`config.mk`:
```
export PLATFORM = sky130hd
export DESIGN_NAME = outbuf_user_drain
export DESIGN_NICKNAME = d
export VERILOG_FILES = /design/src/rtl/outbuf_user_drain.sv
export SDC_FILE = /design/constraint.sdc
export NUM_CORES = 1
export LEC_CHECK = 0
export CORE_UTILIZATION = 30
export DETAILED_ROUTE_END_ITERATION = 7
export PLACE_DENSITY_LB_ADDON = 0.15
export SETUP_SLACK_MARGIN = 0.02
export SYNTH_ARGS = -nofsm -noshare
export SYNTH_HDL_FRONTEND = slang
export SYNTH_SLANG_ARGS = --single-unit
```
`constraint.sdc`:
```
create_clock -name clk -period 2.41 [get_ports clk]
set_clock_uncertainty 0.15 [all_clocks]
set_input_delay 0.482 -clock clk [delete_from_list [all_inputs] [get_ports clk]]
set_output_delay 0.482 -clock clk [all_outputs]
set_load 0.01 [all_outputs]
```
`src/rtl/outbuf_user_drain.sv`:
```
// Drains the output-buffer FIFO and streams each word to the user as MSB-first narrow beats.
// Optional second word register for gapless streaming: define OUTBUF_DRAIN_PREFETCH_EN.
module outbuf_user_drain #(
  parameter int PACKET_LENGTH          = 2,
  parameter int W                      = 4,
  parameter int PCK_TREE_XOR_UNITS_NUM = 6,
  parameter int OUTBUF_DATA_W          = PACKET_LENGTH * W * PCK_TREE_XOR_UNITS_NUM,
  parameter int USER_DATA_W            = 16
) (
  input  logic                     clk,
  input  logic                     rst,
  input  logic                     outbuf_fifo_cntl_empty,
  input  logic                     outbuf_user_rd_ack,
  input  logic                     outbuf_dout_reg_val,
  input  logic [OUTBUF_DATA_W-1:0] outbuf_dout_reg,
  output logic                     user_outbuf_rd_req,
  output logic [USER_DATA_W-1:0]   user_dout,
  output logic                     user_dout_val,
  input  logic                     user_dout_rdy,
  output logic                     user_dout_last,
  output logic [15:0]              user_word_cnt,
  output logic                     drain_busy,
  output logic                     drain_err
);

  localparam int BEATS = OUTBUF_DATA_W / USER_DATA_W;
  localparam int IDX_W = (BEATS > 1) ? $clog2(BEATS) : 1;
  localparam logic [IDX_W-1:0] LAST_IDX = IDX_W'(BEATS - 1);

  if ((OUTBUF_DATA_W % USER_DATA_W) != 0) begin : g_width_check
    $error("USER_DATA_W must divide OUTBUF_DATA_W");
  end

  typedef enum logic [1:0] {
    ST_IDLE = 2'd0,
    ST_REQ  = 2'd1,
    ST_WAIT = 2'd2,
    ST_SEND = 2'd3
  } state_t;

  state_t                   state_r, state_s;
  logic [OUTBUF_DATA_W-1:0] shift_r, shift_s;
  logic [IDX_W-1:0]         idx_r, idx_s;
  logic [15:0]              word_cnt_r, word_cnt_s;
  logic                     err_r, err_s;
  logic                     rd_req_s;
  logic                     xfer_s;
  logic                     last_xfer_s;
  logic                     data_ok_s;

`ifdef OUTBUF_DRAIN_PREFETCH_EN
  logic [OUTBUF_DATA_W-1:0] pf_word_r, pf_word_s;
  logic                     pf_val_r, pf_val_s;
  logic                     pf_pend_r, pf_pend_s;
`endif

  // Next-state, datapath and read-request decode
  always_comb begin
    state_s     = state_r;
    shift_s     = shift_r;
    idx_s       = idx_r;
    word_cnt_s  = word_cnt_r;
    err_s       = err_r;
    rd_req_s    = 1'b0;
    xfer_s      = (state_r == ST_SEND) & user_dout_rdy;
    last_xfer_s = xfer_s & (idx_r == LAST_IDX);
`ifdef OUTBUF_DRAIN_PREFETCH_EN
    pf_word_s   = pf_word_r;
    pf_val_s    = pf_val_r;
    pf_pend_s   = pf_pend_r;
    data_ok_s   = (state_r == ST_WAIT) | ((state_r == ST_SEND) & pf_pend_r);
`else
    data_ok_s   = (state_r == ST_WAIT);
`endif
    if (outbuf_dout_reg_val && !data_ok_s) begin
      err_s = 1'b1;
    end else begin
      err_s = err_r;
    end

    case (state_r)
      ST_IDLE: begin
        if (!outbuf_fifo_cntl_empty) begin
          state_s = ST_REQ;
        end else begin
          state_s = ST_IDLE;
        end
      end
      ST_REQ: begin
        rd_req_s = 1'b1;
        if (outbuf_user_rd_ack) begin
          state_s = ST_WAIT;
        end else begin
          state_s = ST_REQ;
        end
      end
      ST_WAIT: begin
        if (outbuf_dout_reg_val) begin
          shift_s = outbuf_dout_reg;
          idx_s   = '0;
          state_s = ST_SEND;
        end else begin
          state_s = ST_WAIT;
        end
      end
      ST_SEND: begin
`ifdef OUTBUF_DRAIN_PREFETCH_EN
        // Fetch the next word while the current one is still being beaten out
        rd_req_s = !pf_val_r & !outbuf_fifo_cntl_empty & !pf_pend_r;
        if (rd_req_s && outbuf_user_rd_ack) begin
          pf_pend_s = 1'b1;
        end else if (pf_pend_r && outbuf_dout_reg_val) begin
          pf_word_s = outbuf_dout_reg;
          pf_val_s  = 1'b1;
          pf_pend_s = 1'b0;
        end else begin
          pf_pend_s = pf_pend_r;
        end
`endif
        if (last_xfer_s) begin
          word_cnt_s = word_cnt_r + 16'd1;
`ifdef OUTBUF_DRAIN_PREFETCH_EN
          if (pf_val_r) begin
            shift_s  = pf_word_r;
            idx_s    = '0;
            pf_val_s = 1'b0;
            state_s  = ST_SEND;
          end else if (pf_pend_r && outbuf_dout_reg_val) begin
            shift_s   = outbuf_dout_reg;
            idx_s     = '0;
            pf_val_s  = 1'b0;
            pf_pend_s = 1'b0;
            state_s   = ST_SEND;
          end else if (pf_pend_r || (rd_req_s && outbuf_user_rd_ack)) begin
            // A read is in flight; collect it through the normal wait path
            pf_pend_s = 1'b0;
            state_s   = ST_WAIT;
          end else begin
            state_s = ST_IDLE;
          end
`else
          state_s = ST_IDLE;
`endif
        end else if (xfer_s) begin
          shift_s = shift_r << USER_DATA_W;
          idx_s   = idx_r + IDX_W'(1);
          state_s = ST_SEND;
        end else begin
          state_s = ST_SEND;
        end
      end
      default: begin
        state_s = ST_IDLE;
      end
    endcase
  end

  // Main state and datapath registers
  always_ff @(posedge clk) begin
    if (rst) begin
      state_r    <= ST_IDLE;
      shift_r    <= '0;
      idx_r      <= '0;
      word_cnt_r <= 16'd0;
      err_r      <= 1'b0;
    end else begin
      state_r    <= state_s;
      shift_r    <= shift_s;
      idx_r      <= idx_s;
      word_cnt_r <= word_cnt_s;
      err_r      <= err_s;
    end
  end

`ifdef OUTBUF_DRAIN_PREFETCH_EN
  // Prefetch word register and outstanding-read flag
  always_ff @(posedge clk) begin
    if (rst) begin
      pf_word_r <= '0;
      pf_val_r  <= 1'b0;
      pf_pend_r <= 1'b0;
    end else begin
      pf_word_r <= pf_word_s;
      pf_val_r  <= pf_val_s;
      pf_pend_r <= pf_pend_s;
    end
  end
`endif

  assign user_outbuf_rd_req = rd_req_s;
  assign user_dout          = shift_r[OUTBUF_DATA_W-1 -: USER_DATA_W];
  assign user_dout_val      = (state_r == ST_SEND);
  assign user_dout_last     = (state_r == ST_SEND) & (idx_r == LAST_IDX);
  assign user_word_cnt      = word_cnt_r;
  assign drain_busy         = (state_r != ST_IDLE);
  assign drain_err          = err_r;

endmodule
```
# After elaboration in Yosys (flattened, before gate mapping)
# Index checks and enable logic that the tools add are counted.
# word_totals
wordCells	38
inputBits	54
reg_bits	69
# op_classes
n_mux	14
bitwise	3
n_reduce_logical	7
add_sub_neg	2
eq_ne	7
# ops
operator	count
2-to-1 mux 48 bit	3
case mux 48 bit (2 select lines)	1
adder 16 x 1 -> 16 bit (second input constant)	1
2-to-1 mux 2 bit	5
case mux 2 bit (4 select lines)	1
equality test 2 bit (second input constant)	3
inequality test 2 bit (second input constant)	2
case mux 2 bit (2 select lines)	1
AND reduction 4 bit	1
nonzero test 2 bit	2
bitwise AND 1 bit	3
2-to-1 mux 1 bit	3
adder 2 x 1 -> 2 bit (second input constant)	1
equality test 2 x 1 -> 1 bit (second input constant)	1
zero test 2 bit	1
inequality test 2 x 1 -> 1 bit (second input constant)	1
AND reduction 2 bit	1
logical AND 1 bit	1
zero test 1 bit	1

# Depth between registers and ports, before layout
# logic_depth
word_depth	5
depth_mapped	8
depth_no_buf	6

# Worst setup path before layout
# Ideal clock, no wire load.
# synth_path
path_kind	reg2reg
from	register idx_r[0]
to	register word_cnt_r[13] (netlist: user_word_cnt[13])
period_less_slack_ps	1918
path_slack_ps	492
required_ps	2190
setup_time_ps	70
arrival_time_ps	1698
path_stages_with_launch	8
cell_sequence	dfxtp_1 inv_1 ha_1 nand3_4 or2_1 clkbuf_2 or4_1 a21oi_1
# synth_between
elab_chain_len	3
# synth_rtl
element	line	rtl
start: declaration	43	logic [IDX_W-1:0] idx_r, idx_s;
start signal: assignment	169	idx_r <= idx_s;
equality test 2 bit	66	last_xfer_s = xfer_s & (idx_r == LAST_IDX);
bitwise AND 1 bit	66	
AND reduction 2 bit (no line)	-	
end signal: assignment	170	word_cnt_r <= word_cnt_s;
end: declaration	44	logic [15:0] word_cnt_r, word_cnt_s;
# Every way passes these cells.
# A chain may end at the register's enable or synchronous reset.

# Final worst setup path
# layout_path
from	register idx_r[0]
to	output port user_dout_last
# layout_between
elab_chain_len	2
# layout_rtl
element	line	rtl
equality test 2 bit	193	assign user_dout_last = (state_r == ST_SEND) & (idx_r == LAST_IDX);
bitwise AND 1 bit	193	
end: declaration	20	output logic user_dout_last,
# Every way passes these cells.

==> impl_metrics.yaml <==
setup_path:
  r2r-start: "user_word_cnt[6]"
  critPathLaunch: "idx_r[0]"
  cp-start-kind: "flip-flop"
  rr_worst_depth: 4
  worstSetupPathType: "flip-flop to primary output"
  critical_path.max_fanout: 6
  required_ps: 1780
  max_stage_delay_ps: 530
  reg2reg_slack_ps: 480
  reg2reg_to: "user_word_cnt[15]"
  cp_slowest_cell: "clkdlybuf4s50_1"
  path_cells: "inv_1 -> ha_4 -> and3_1 -> clkdlybuf4s50_1"
  end_kind: "primary output"
  worstPathArrival_ps: 1640
layout:
  antenna_cells: 0
  area_delta_synth_final_pct: 37.2
  instances_no_fill: 589
  fin_nets: 507
  nFillCells: 1035
  drive_gt1_share_pct: 7.89
yosys:
  synth-warning-count: 0
  synth_edf_count: 0
  synth-seq-area-share_pct: 45.1
  syn_inst: 386
  synth_area_um2: 3060
  synthTopCellsByCount: "nand2_1 (88), dfxtp_1 (69), nor2_1 (50), a311oi_1 (32), a21oi_1 (26)"
  synth_top_cell_by_area: "dfxtp_1"
  synth_cell_type_count: 39
  ys.flop_type: "dfxtp_1"
  synthTopCellsByArea: "dfxtp_1 (45%), nand2_1 (11%), a311oi_1 (9.2%)"
  ys_ff_latch: 69
  syn_nets: 442
  synth_top_area_share_pct: 45.1
  async_reset_ff_share_pct: 0
  synth_most_common_cell: "nand2_1"
  avgSynthCellArea_um2: 7.94
die:
  start_util_pct: 31.2
  ioPinCount: 91
  die_h_um: 103
  dieArea_um2: 10600
  row_count: 36
  coreArea_um2: 9820
  die_w_um: 103
global_routing:
  grt_pass1_wl_um: 12500
  grtUsageTotal_pct: 15.4
  antenna_found_initial: 0
  grt_pass1_vias: 2639
  grt-ovfl-total: 0
  grt_max_degree: 49
hold_path:
  hold_depth: 2
  hold_end: "shift_r[5]"
  hold_path_startpoint: "shift_r[5]"
  min_path_type: "flip-flop to flip-flop"
clock_tree:
  cts_tree: "built"
  postCtsHoldBufs: 0
  cts.clk_slew.worst_paths_ps: 70
  root_buffer: "clkbuf_8"
  htreeDepth: 3
  clock_sinks: 69
  cts_buffers: 9
  clkLatencyLatePin_ps: 340
  clk_path_buf_depth: 2
drt:
  drc: 0
  ant_nets: 0
  drt_iter0_markers: 97
  totalWireLength_um: 7700
  detail_route.first_pass.iterations: 4
  wl_per_cell_um: 13.1
  viasPerCell: 4.73
  dr_total_vias: 2786
timing:
  fmax_ghz: 0.440
  maxSlewHeadroom_pct: 66.5
  rsz0062_at_grt: "false"
  slew_viol_final: 0
  fin_setup_tns_ps: 0
  worstMarginPinSlew_ps: 502
  report.final.setup_viol: 0
  fin_crit_sh_pct: 94.3
  hold_violations: 0
  finalCriticalPeriod_ps: 2270
power:
  power_density_nw_per_um2: 586
  ir_drop_uv: 272
  leakage_uw: 0.00142
placed_design:
  port_buffers: 90
  dp_cells: 573
  hpwl_um: 5200
  place_congestion: 0.741
outcome:
  outcome: "finished, final reports clean"
run:
  drv_cap: 0
-- cell usage in the layout, fill, tap and decap left out, drive strengths merged, types with 7 or more instances in the layout --
cell and n:
nor2 50, buf 11, dfxtp 69, nand3 20, clkbuf 9, a311oi 32, xnor2 7, clkdlybuf4s50 89
nand2 88, a21oi 26
-- worst max-delay path by stage --
stage	end	depth (start not counted)
after floorplan	user_word_cnt[13]	7
after global placement	user_word_cnt[15]	5
after detailed placement	user_word_cnt[13]	5
after CTS	user_dout_val	3
after global routing	user_dout_last	4
final	user_dout_last	4
-- cells by family after synthesis --
logic type | Yosys count | share of synthesized area [%]
flops | 69 | 45.1
fa+ha+maj | 2 | 0.817
xor+xnor | 10 | 2.86
buf+inv | 50 | 8.29
simple gates | 188 | 27.3
mux | 1 | 0.327
compound gates | 66 | 15.3
-- layout make-up --
type / count / area, µm² / share of cell area (%)
clock inverters: 7 / 73.8 / 1.76
well taps: 133 / 166 / 3.96
repair buffers: 100 / 996 / 23.7
multi-input cells: 267 / 1440 / 34.4
inverters: 4 / 15.0 / 0.357
flip-flops and latches: 69 / 1380 / 32.9
clock buffers: 9 / 124 / 2.95
-- layer usage --
metal  routed length (µm)  global-route usage, %  vias up
met1                 3690                   20.2     1270
met4                   65                   4.23        0
met3                  403                   5.22        6
li1                     -                      -     1447
met5                    0                      0        -
met2                 3550                   24.0       63
-- sequential cells by signal (all words and copies together), names as in the netlist --
| name | count |
|---|---|
| shift_r | 48 |
| user_word_cnt | 16 |
| idx_r | 2 |
| state_r | 2 |
| drain_err | 1 |
-- worst max-delay path: cells and delay by family (launching register included) --
family | cells | cell delay [ps]
AND/OR/NAND/NOR | 1 | 160
adder cells (fa/ha/maj) | 1 | 180
flip-flops | 1 | 330
buffers and inverters | 2 | 630
-- where the power goes --
group,internal [µW],leakage [µW],switching (µW),total (µW)
Sequential,1180,0.000559,25.7,1210
Clock,483,0.000100,472,955
Combinational,168,0.000764,132,300
Total,1830,0.00142,630,2460
-- metrics by stage --
step	util, %	hold slack [ps]	worst slack, ps	total power, µW	area, µm²
4_1_cts	42.7	306	43.1	2510	4190
3_3_place_gp	40.6	293	62.7	1540	3990
5_1_grt	42.8	326	50.4	2580	4200
6_report	42.8	303	137	2460	4200
3_5_place_dp	40.6	295	22.8	1540	3990
2_1_floorplan	-	282	492	1390	3060
-- what timing repair did --
action	CTS	global route
setup buffers	0	0
endpoints found under the hold margin	0	0
setup endpoints to repair	1	3
resized for setup	1	2
Note: power is estimated with default switching activity, not from simulation.
